==> src/rtl/sci_acc_pkg.sv <==
// Shared operation-packet definitions for the Maclaurin accelerator: field widths, packet struct, mode codes.
// Also imported by sci_acc_maclauren_exp_ctrl, so mode encodings must stay one-hot and stable.
package sci_acc_pkg;

  localparam int DATA_WIDTH = 32;
  localparam int NUM_MODES  = 4;
  localparam int RES_WIDTH  = 4;

  localparam logic [NUM_MODES-1:0] MODE_EXP  = 4'b0001;
  localparam logic [NUM_MODES-1:0] MODE_SIN  = 4'b0010;
  localparam logic [NUM_MODES-1:0] MODE_COS  = 4'b0100;
  localparam logic [NUM_MODES-1:0] MODE_SINH = 4'b1000;

  typedef struct packed {
    logic [DATA_WIDTH-1:0] data;
    logic [NUM_MODES-1:0]  mode;
    logic [RES_WIDTH-1:0]  res;
  } op_pkt_t;

  // Exactly one bit set: non-zero and clearing the lowest set bit leaves nothing.
  function automatic logic mode_is_onehot(input logic [NUM_MODES-1:0] m);
    return (m != '0) && ((m & (m - NUM_MODES'(1))) == '0);
  endfunction

endpackage

==> src/rtl/sci_acc_op_fifo_mem.sv <==
// Packet storage for the op input FIFO: one synchronous write port, one asynchronous read port.
// No reset on the array; validity is tracked entirely by the pointers in the parent.
module sci_acc_op_fifo_mem
  import sci_acc_pkg::*;
#(
  parameter int DEPTH = 8,
  parameter int AW    = $clog2(DEPTH)
) (
  input  logic          clk,
  input  logic          wr_en,
  input  logic [AW-1:0] wr_addr,
  input  op_pkt_t       wr_pkt,
  input  logic [AW-1:0] rd_addr,
  output op_pkt_t       rd_pkt
);

  op_pkt_t mem [DEPTH];

  always_ff @(posedge clk) begin
    if (wr_en) mem[wr_addr] <= wr_pkt;
  end

  assign rd_pkt = mem[rd_addr];

endmodule

==> src/rtl/sci_acc_op_in_fifo.sv <==
// FWFT op-packet FIFO feeding the Maclaurin core; head visible 1 cycle after push, wr_ready = !full.
// Optional high-water mark (hwm/hwm_clr) is built when SCI_ACC_IN_FIFO_HWM_EN is defined.
module sci_acc_op_in_fifo
  import sci_acc_pkg::*;
#(
  parameter  int DEPTH = 8,
  localparam int CNT_W = $clog2(DEPTH) + 1
) (
  input  logic                  clk,
  input  logic                  reset_n,
  input  logic                  wr_en,
  input  logic [DATA_WIDTH-1:0] wr_data,
  input  logic [NUM_MODES-1:0]  wr_mode,
  input  logic [RES_WIDTH-1:0]  wr_res,
  output logic                  wr_ready,
  output logic [DATA_WIDTH-1:0] in_fifo_data_o,
  output logic [NUM_MODES-1:0]  in_fifo_mode_o,
  output logic [RES_WIDTH-1:0]  in_fifo_res_o,
  output logic                  op_pkt_available,
  input  logic                  fifo_pop,
  output logic [CNT_W-1:0]      level,
  output logic                  err_overflow,
  output logic                  err_mode
`ifdef SCI_ACC_IN_FIFO_HWM_EN
 ,output logic [CNT_W-1:0]      hwm,
  input  logic                  hwm_clr
`endif
);

  localparam int AW = $clog2(DEPTH);

  logic [CNT_W-1:0] wr_ptr, rd_ptr;
  logic             empty, full, mode_ok, push, pop;
  op_pkt_t          wr_pkt, rd_pkt, head;

  // Extra wrap bit distinguishes full from empty when the address bits match.
  assign empty = (wr_ptr == rd_ptr);
  assign full  = (wr_ptr[AW-1:0] == rd_ptr[AW-1:0]) && (wr_ptr[AW] != rd_ptr[AW]);

  assign mode_ok = mode_is_onehot(wr_mode);
  assign push    = wr_en && !full && mode_ok;
  assign pop     = fifo_pop && !empty;

  assign wr_pkt = '{data: wr_data, mode: wr_mode, res: wr_res};

  sci_acc_op_fifo_mem #(
    .DEPTH (DEPTH),
    .AW    (AW)
  ) u_mem (
    .clk     (clk),
    .wr_en   (push),
    .wr_addr (wr_ptr[AW-1:0]),
    .wr_pkt  (wr_pkt),
    .rd_addr (rd_ptr[AW-1:0]),
    .rd_pkt  (rd_pkt)
  );

  always_ff @(posedge clk or negedge reset_n) begin
    if (!reset_n) begin
      wr_ptr       <= '0;
      rd_ptr       <= '0;
      level        <= '0;
      err_overflow <= 1'b0;
      err_mode     <= 1'b0;
    end else begin
      if (push) wr_ptr <= wr_ptr + CNT_W'(1);
      if (pop)  rd_ptr <= rd_ptr + CNT_W'(1);
      if (push && !pop)      level <= level + CNT_W'(1);
      else if (pop && !push) level <= level - CNT_W'(1);
      if (wr_en && full) err_overflow <= 1'b1;
      // Overflow outranks a bad mode: a push into a full FIFO only raises err_overflow.
      err_mode <= wr_en && !full && !mode_ok;
    end
  end

`ifdef SCI_ACC_IN_FIFO_HWM_EN
  always_ff @(posedge clk or negedge reset_n) begin
    if (!reset_n)         hwm <= '0;
    else if (hwm_clr)     hwm <= level;
    else if (level > hwm) hwm <= level;
  end
`endif

  // Head is gated to zero when empty so stale array contents never leak out.
  assign head             = empty ? '0 : rd_pkt;
  assign in_fifo_data_o   = head.data;
  assign in_fifo_mode_o   = head.mode;
  assign in_fifo_res_o    = head.res;
  assign op_pkt_available = !empty;
  assign wr_ready         = !full;

endmodule

==> config.mk <==
export PLATFORM = sky130hd
export DESIGN_NAME = sci_acc_op_in_fifo
export DESIGN_NICKNAME = d
export VERILOG_FILES = /design/src/rtl/sci_acc_pkg.sv /design/src/rtl/sci_acc_op_fifo_mem.sv /design/src/rtl/sci_acc_op_in_fifo.sv
export SDC_FILE = /design/constraint.sdc
export NUM_CORES = 1
export LEC_CHECK = 0
export ABC_AREA = 1
export CELL_PAD_IN_SITES_DETAIL_PLACEMENT = 0
export CELL_PAD_IN_SITES_GLOBAL_PLACEMENT = 1
export CORE_UTILIZATION = 35
export CTS_BUF_LIST = sky130_fd_sc_hd__clkbuf_8
export CTS_CLUSTER_DIAMETER = 200
export DETAILED_ROUTE_END_ITERATION = 10
export HOLD_SLACK_MARGIN = 0.06
export PLACE_DENSITY = 0.61
export SLEW_MARGIN = 15
export SYNTH_ARGS = -nofsm -noshare
export SYNTH_HDL_FRONTEND = slang
export SYNTH_SLANG_ARGS = --single-unit
==> constraint.sdc <==
create_clock -name clk -period 9.3 [get_ports clk]
set_clock_uncertainty 0.15 [all_clocks]
set_input_delay 1.395 -clock clk [delete_from_list [all_inputs] [get_ports clk]]
set_output_delay 1.395 -clock clk [all_outputs]
set_load 0.03 [all_outputs]
==> flow_results.org <==
** Setup path
- Type of destination of the critical path :: output port
- Crit Path Max Fanout :: 70
- Crit path cell chain :: inv_4 -> buf_4 -> buf_4 -> o21ai_0 -> o22ai_1 -> nor2_1 -> nor2_1 -> clkdlybuf4s50_1
- The worst register-to-register path ends at level[3]$_DFFE_PN0P_.
- Among all stages on the critical path, the largest delay is contributed by sky130_fd_sc_hd__dfrtp_4.
- Buffers and inverters on the worst path :: 4
- On the critical path the largest part of the delay comes from buffers and inverters.
- Register-to-Register Setup Slack :: 5330 ps
- Crit Path Category :: register to output port
- At the worst endpoint, the arrival time is 4470 ps.
- Kind of start point of the critical path :: register
- Required @ worst endpoint :: 7760 ps
- Worst flop-to-flop path startpoint :: rd_ptr[0]$_DFFE_PN0P_
- The worst register-to-register path has a depth of 13.
- Maximum single-stage delay on the critical path :: 730 ps

** Hold path
- Hold Path Stages :: 1
- The tightest min-delay check is of the register to register type.
- For hold timing, the worst endpoint is err_overflow$_DFFE_PN0P_.
- Hold Crit Start :: err_overflow$_DFFE_PN0P_

** Global routing
- Combined global-route utilization of all metal layers :: 16.8%
- Vias in the first global route :: 8330
- Entering global routing, the biggest net connects 108 pins.
- For this run the aggregate overflow at the end of global routing stands at 0.
- The first global-routing pass estimated 49600 um of wire.
- Antenna violations before repair :: 1

** Timing
- Sum Neg Setup Slack :: 0 ps
- Setup violations remaining at the end of the flow were counted as 0.
- Slew HR :: 25.2%
- Final-report hold violation count :: 0
- Smallest setup slack after layout :: 3290 ps
- The number of pins exceeding their max-slew limit in the final report is 0.
- In the finished design, the share of the clock period the worst path needs comes to 64.6%.
- Counting I/O delays and the setup requirement, the final critical path takes 6010 ps.
- Unrepaired setup endpoints after global routing :: false
- Static timing analysis puts the maximum clock frequency at 0.166 GHz.
- Transition time of the tightest slew-check pin :: 1120 ps

** Synthesis
- Synth Area per Inst :: 12.5 um2
- Counting flops and latches in the post-synthesis netlist gives 334.
- Netlist area before placement :: 13500 um2
- After technology mapping, the gate count stands at 1078.
- Syn_nets :: 1128
- Of the synthesized area, sequential elements account for 73.7%.
- Number of distinct library cells after synthesis :: 28
- During synthesis, Yosys emitted a total of 0 warnings.

** Cells and area
- Total area of sequential cells :: 9970 um2
- Leaving out fill and tap cells, the most frequent cell in the layout is sky130_fd_sc_hd__edfxtp_1.
- Most frequent cells in the layout :: sky130_fd_sc_hd__edfxtp_1, sky130_fd_sc_hd__nor2_1, sky130_fd_sc_hd__o21ai_0, sky130_fd_sc_hd__clkdlybuf4s50_1, sky130_fd_sc_hd__nand2_1
- For this run, the number of standard cells in the final layout without fillers is 1723.
- In the final design database the tool counted 1222 nets.
- Antenna diode count :: 0
- Final core utilization :: 41.8%
- Synth-to-Final Area Change :: 17.2%
- Summing all multi-input logic gate instances after layout gives 3180 um2.
- After routing the design area is 15800 um2.
- Fraction of final layout cells with drive strength greater than 1 :: 7.92%
- Filler Cells Inserted :: 3603

** Run
- Max_cap viols :: 0

** CTS
- CTS built an H-tree with a depth of 2.
- Buffer levels on the longest clock path :: 3
- Quantity of hold-fixing buffers added after cts :: 0
- CTS placed an instance of sky130_fd_sc_hd__clkbuf_8 at the clock tree root.
- Counting every sink on the clock net gives 334.
- Clock tree from TritonCTS :: built
- Once the clock tree was built, the resizer swapped 0 gates to a different size.
- Total clock buffers created by CTS :: 56
- Total setup buffers inserted after CTS :: 0
- Clock slew at reported path FFs :: 60 ps
- For the worst-skew pair, the clock arrives at the later sink with an insertion delay of 590 ps.

** Route
- After detailed routing, the number of remaining DRC violations is 0.
- The final layout contains routed wiring with a total length of 32500 um.
- Remaining number of nets flagged by the antenna check after routing :: 0
- The first TritonRoute pass finished after 5 iterations.
- Count of routing violations after the opening detailed-route iteration :: 432
- Vias :: 8416
- Dividing the detail-routed wire length by the instance count gives 18.8 um.
- Via-per-instance ratio :: 4.88

** Place
- Inst Count DP :: 1625
- Final estimated routing congestion in global placement :: 0.720
- Setup WS pre-CTS :: 3890 ps
- Placed wire-length estimate :: 16200 um
- Placed inst area :: 14900 um2
- Number of buffers added on ports :: 91

** Power and ir drop
- Total power divided by cell area :: 327 nW/um2
- Largest vdd supply drop :: 241 uV
- In this run the static leakage power is 0.00542 uW.

** Floorplan
- In this run the vertical extent of the chip is 198 um.
- Die area :: 39400 um2
- From left edge to right edge, the die measures 198 um.
- FP Rows :: 71
- Ports :: 92
- Core outline area :: 37800 um2
- Effective utilization at floorplan :: 35.7%

** Outcome
- The run finished with clean final reports.
## where the power goes
part / leakage (uW) / internal (uW) / switching [uW]
combinational: 0.00181 / 739 / 1400
clock: 0.000560 / 582 / 561
sequential: 0.00305 / 1760 / 132
## area by class of cell
class	count	area share, %
Clock buffer	56	4.87
Clock inverter	42	1.22
Inverter	17	0.419
Multi-Input combinational cell	658	20.1
Sequential cell	334	63.0
Tap cell	511	4.04
Timing Repair Buffer	105	6.42
## how the worst max path moves through the flow
stage / start / endpoint / cells after the start
after CTS: rd_ptr[0]$_DFFE_PN0P_ / in_fifo_data_o[23] / 8
after floorplan: wr_mode[0] / u_mem.mem[2][0]$_DFFE_PP_ / 6
after global routing: rd_ptr[0]$_DFFE_PN0P_ / in_fifo_data_o[23] / 8
after global placement: rd_ptr[0]$_DFFE_PN0P_ / in_fifo_data_o[23] / 8
final: rd_ptr[0]$_DFFE_PN0P_ / in_fifo_data_o[23] / 8
after detailed placement: rd_ptr[0]$_DFFE_PN0P_ / in_fifo_data_o[23] / 8
## registers in the layout, summed over array words and instances, names as in the netlist
register	cells
u_mem.mem	320
err_mode	1
err_overflow	1
rd_ptr	4
level	4
wr_ptr	4
## metrics by stage
step / total power, uW / hold WS, ps
2_1_floorplan: 3320 / 314
3_3_place_gp: 4100 / 311
3_5_place_dp: 4100 / 312
4_1_cts: 5260 / 330
5_1_grt: 5510 / 335
6_report: 5170 / 326
## synth_stat cells
cell | count | area [um2]
sky130_fd_sc_hd__nand4_1 | 4 | 25.0
sky130_fd_sc_hd__edfxtp_1 | 320 | 9610
sky130_fd_sc_hd__nand2_2 | 2 | 12.5
sky130_fd_sc_hd__buf_4 | 4 | 30.0
sky130_fd_sc_hd__a21oi_2 | 2 | 17.5
sky130_fd_sc_hd__nand3_4 | 2 | 35.0
sky130_fd_sc_hd__inv_1 | 14 | 52.6
sky130_fd_sc_hd__o21bai_1 | 2 | 15.0
sky130_fd_sc_hd__buf_1 | 4 | 15.0
sky130_fd_sc_hd__o22ai_1 | 40 | 250
sky130_fd_sc_hd__nand2_1 | 87 | 327
sky130_fd_sc_hd__fa_1 | 1 | 20.0
sky130_fd_sc_hd__dfrtp_1 | 14 | 350
sky130_fd_sc_hd__buf_6 | 8 | 90.1
sky130_fd_sc_hd__buf_2 | 26 | 130
sky130_fd_sc_hd__nand3_1 | 8 | 40.0
sky130_fd_sc_hd__nor2_1 | 294 | 1100
sky130_fd_sc_hd__o21ai_1 | 38 | 190
sky130_fd_sc_hd__and3_1 | 1 | 6.26
sky130_fd_sc_hd__xor2_1 | 4 | 35.0
sky130_fd_sc_hd__o211ai_1 | 40 | 300
sky130_fd_sc_hd__xnor2_2 | 1 | 16.3
sky130_fd_sc_hd__nand4_4 | 1 | 21.3
sky130_fd_sc_hd__xnor2_1 | 3 | 26.3
sky130_fd_sc_hd__o21ai_0 | 123 | 616
sky130_fd_sc_hd__clkbuf_1 | 27 | 101
sky130_fd_sc_hd__inv_2 | 3 | 11.3
sky130_fd_sc_hd__ha_1 | 5 | 62.6
## cells by family (layout without fill, tap and decap cells)
logic type | Yosys count | in the layout | synth area share [%]
simple gates | 399 | 399 | 11.6
flops | 334 | 334 | 73.7
compound gates | 245 | 245 | 10.3
buf+inv | 86 | 220 | 3.19
xor+xnor | 8 | 8 | 0.574
fa+ha+maj | 6 | 6 | 0.611
## routing by layer
| layer | vias up | GRT usage (%) | part of all wire, % |
|---|---|---|---|
| met4 | 2 | 4.25 | 1.5 |
| li1 | 4060 | - | - |
| met5 | - | 0 | 0.028 |
| met2 | 174 | 28.0 | 48 |
| met3 | 47 | 3.15 | 4.7 |
| met1 | 4133 | 22.5 | 46 |
Note: power is estimated with default switching activity, not from simulation.
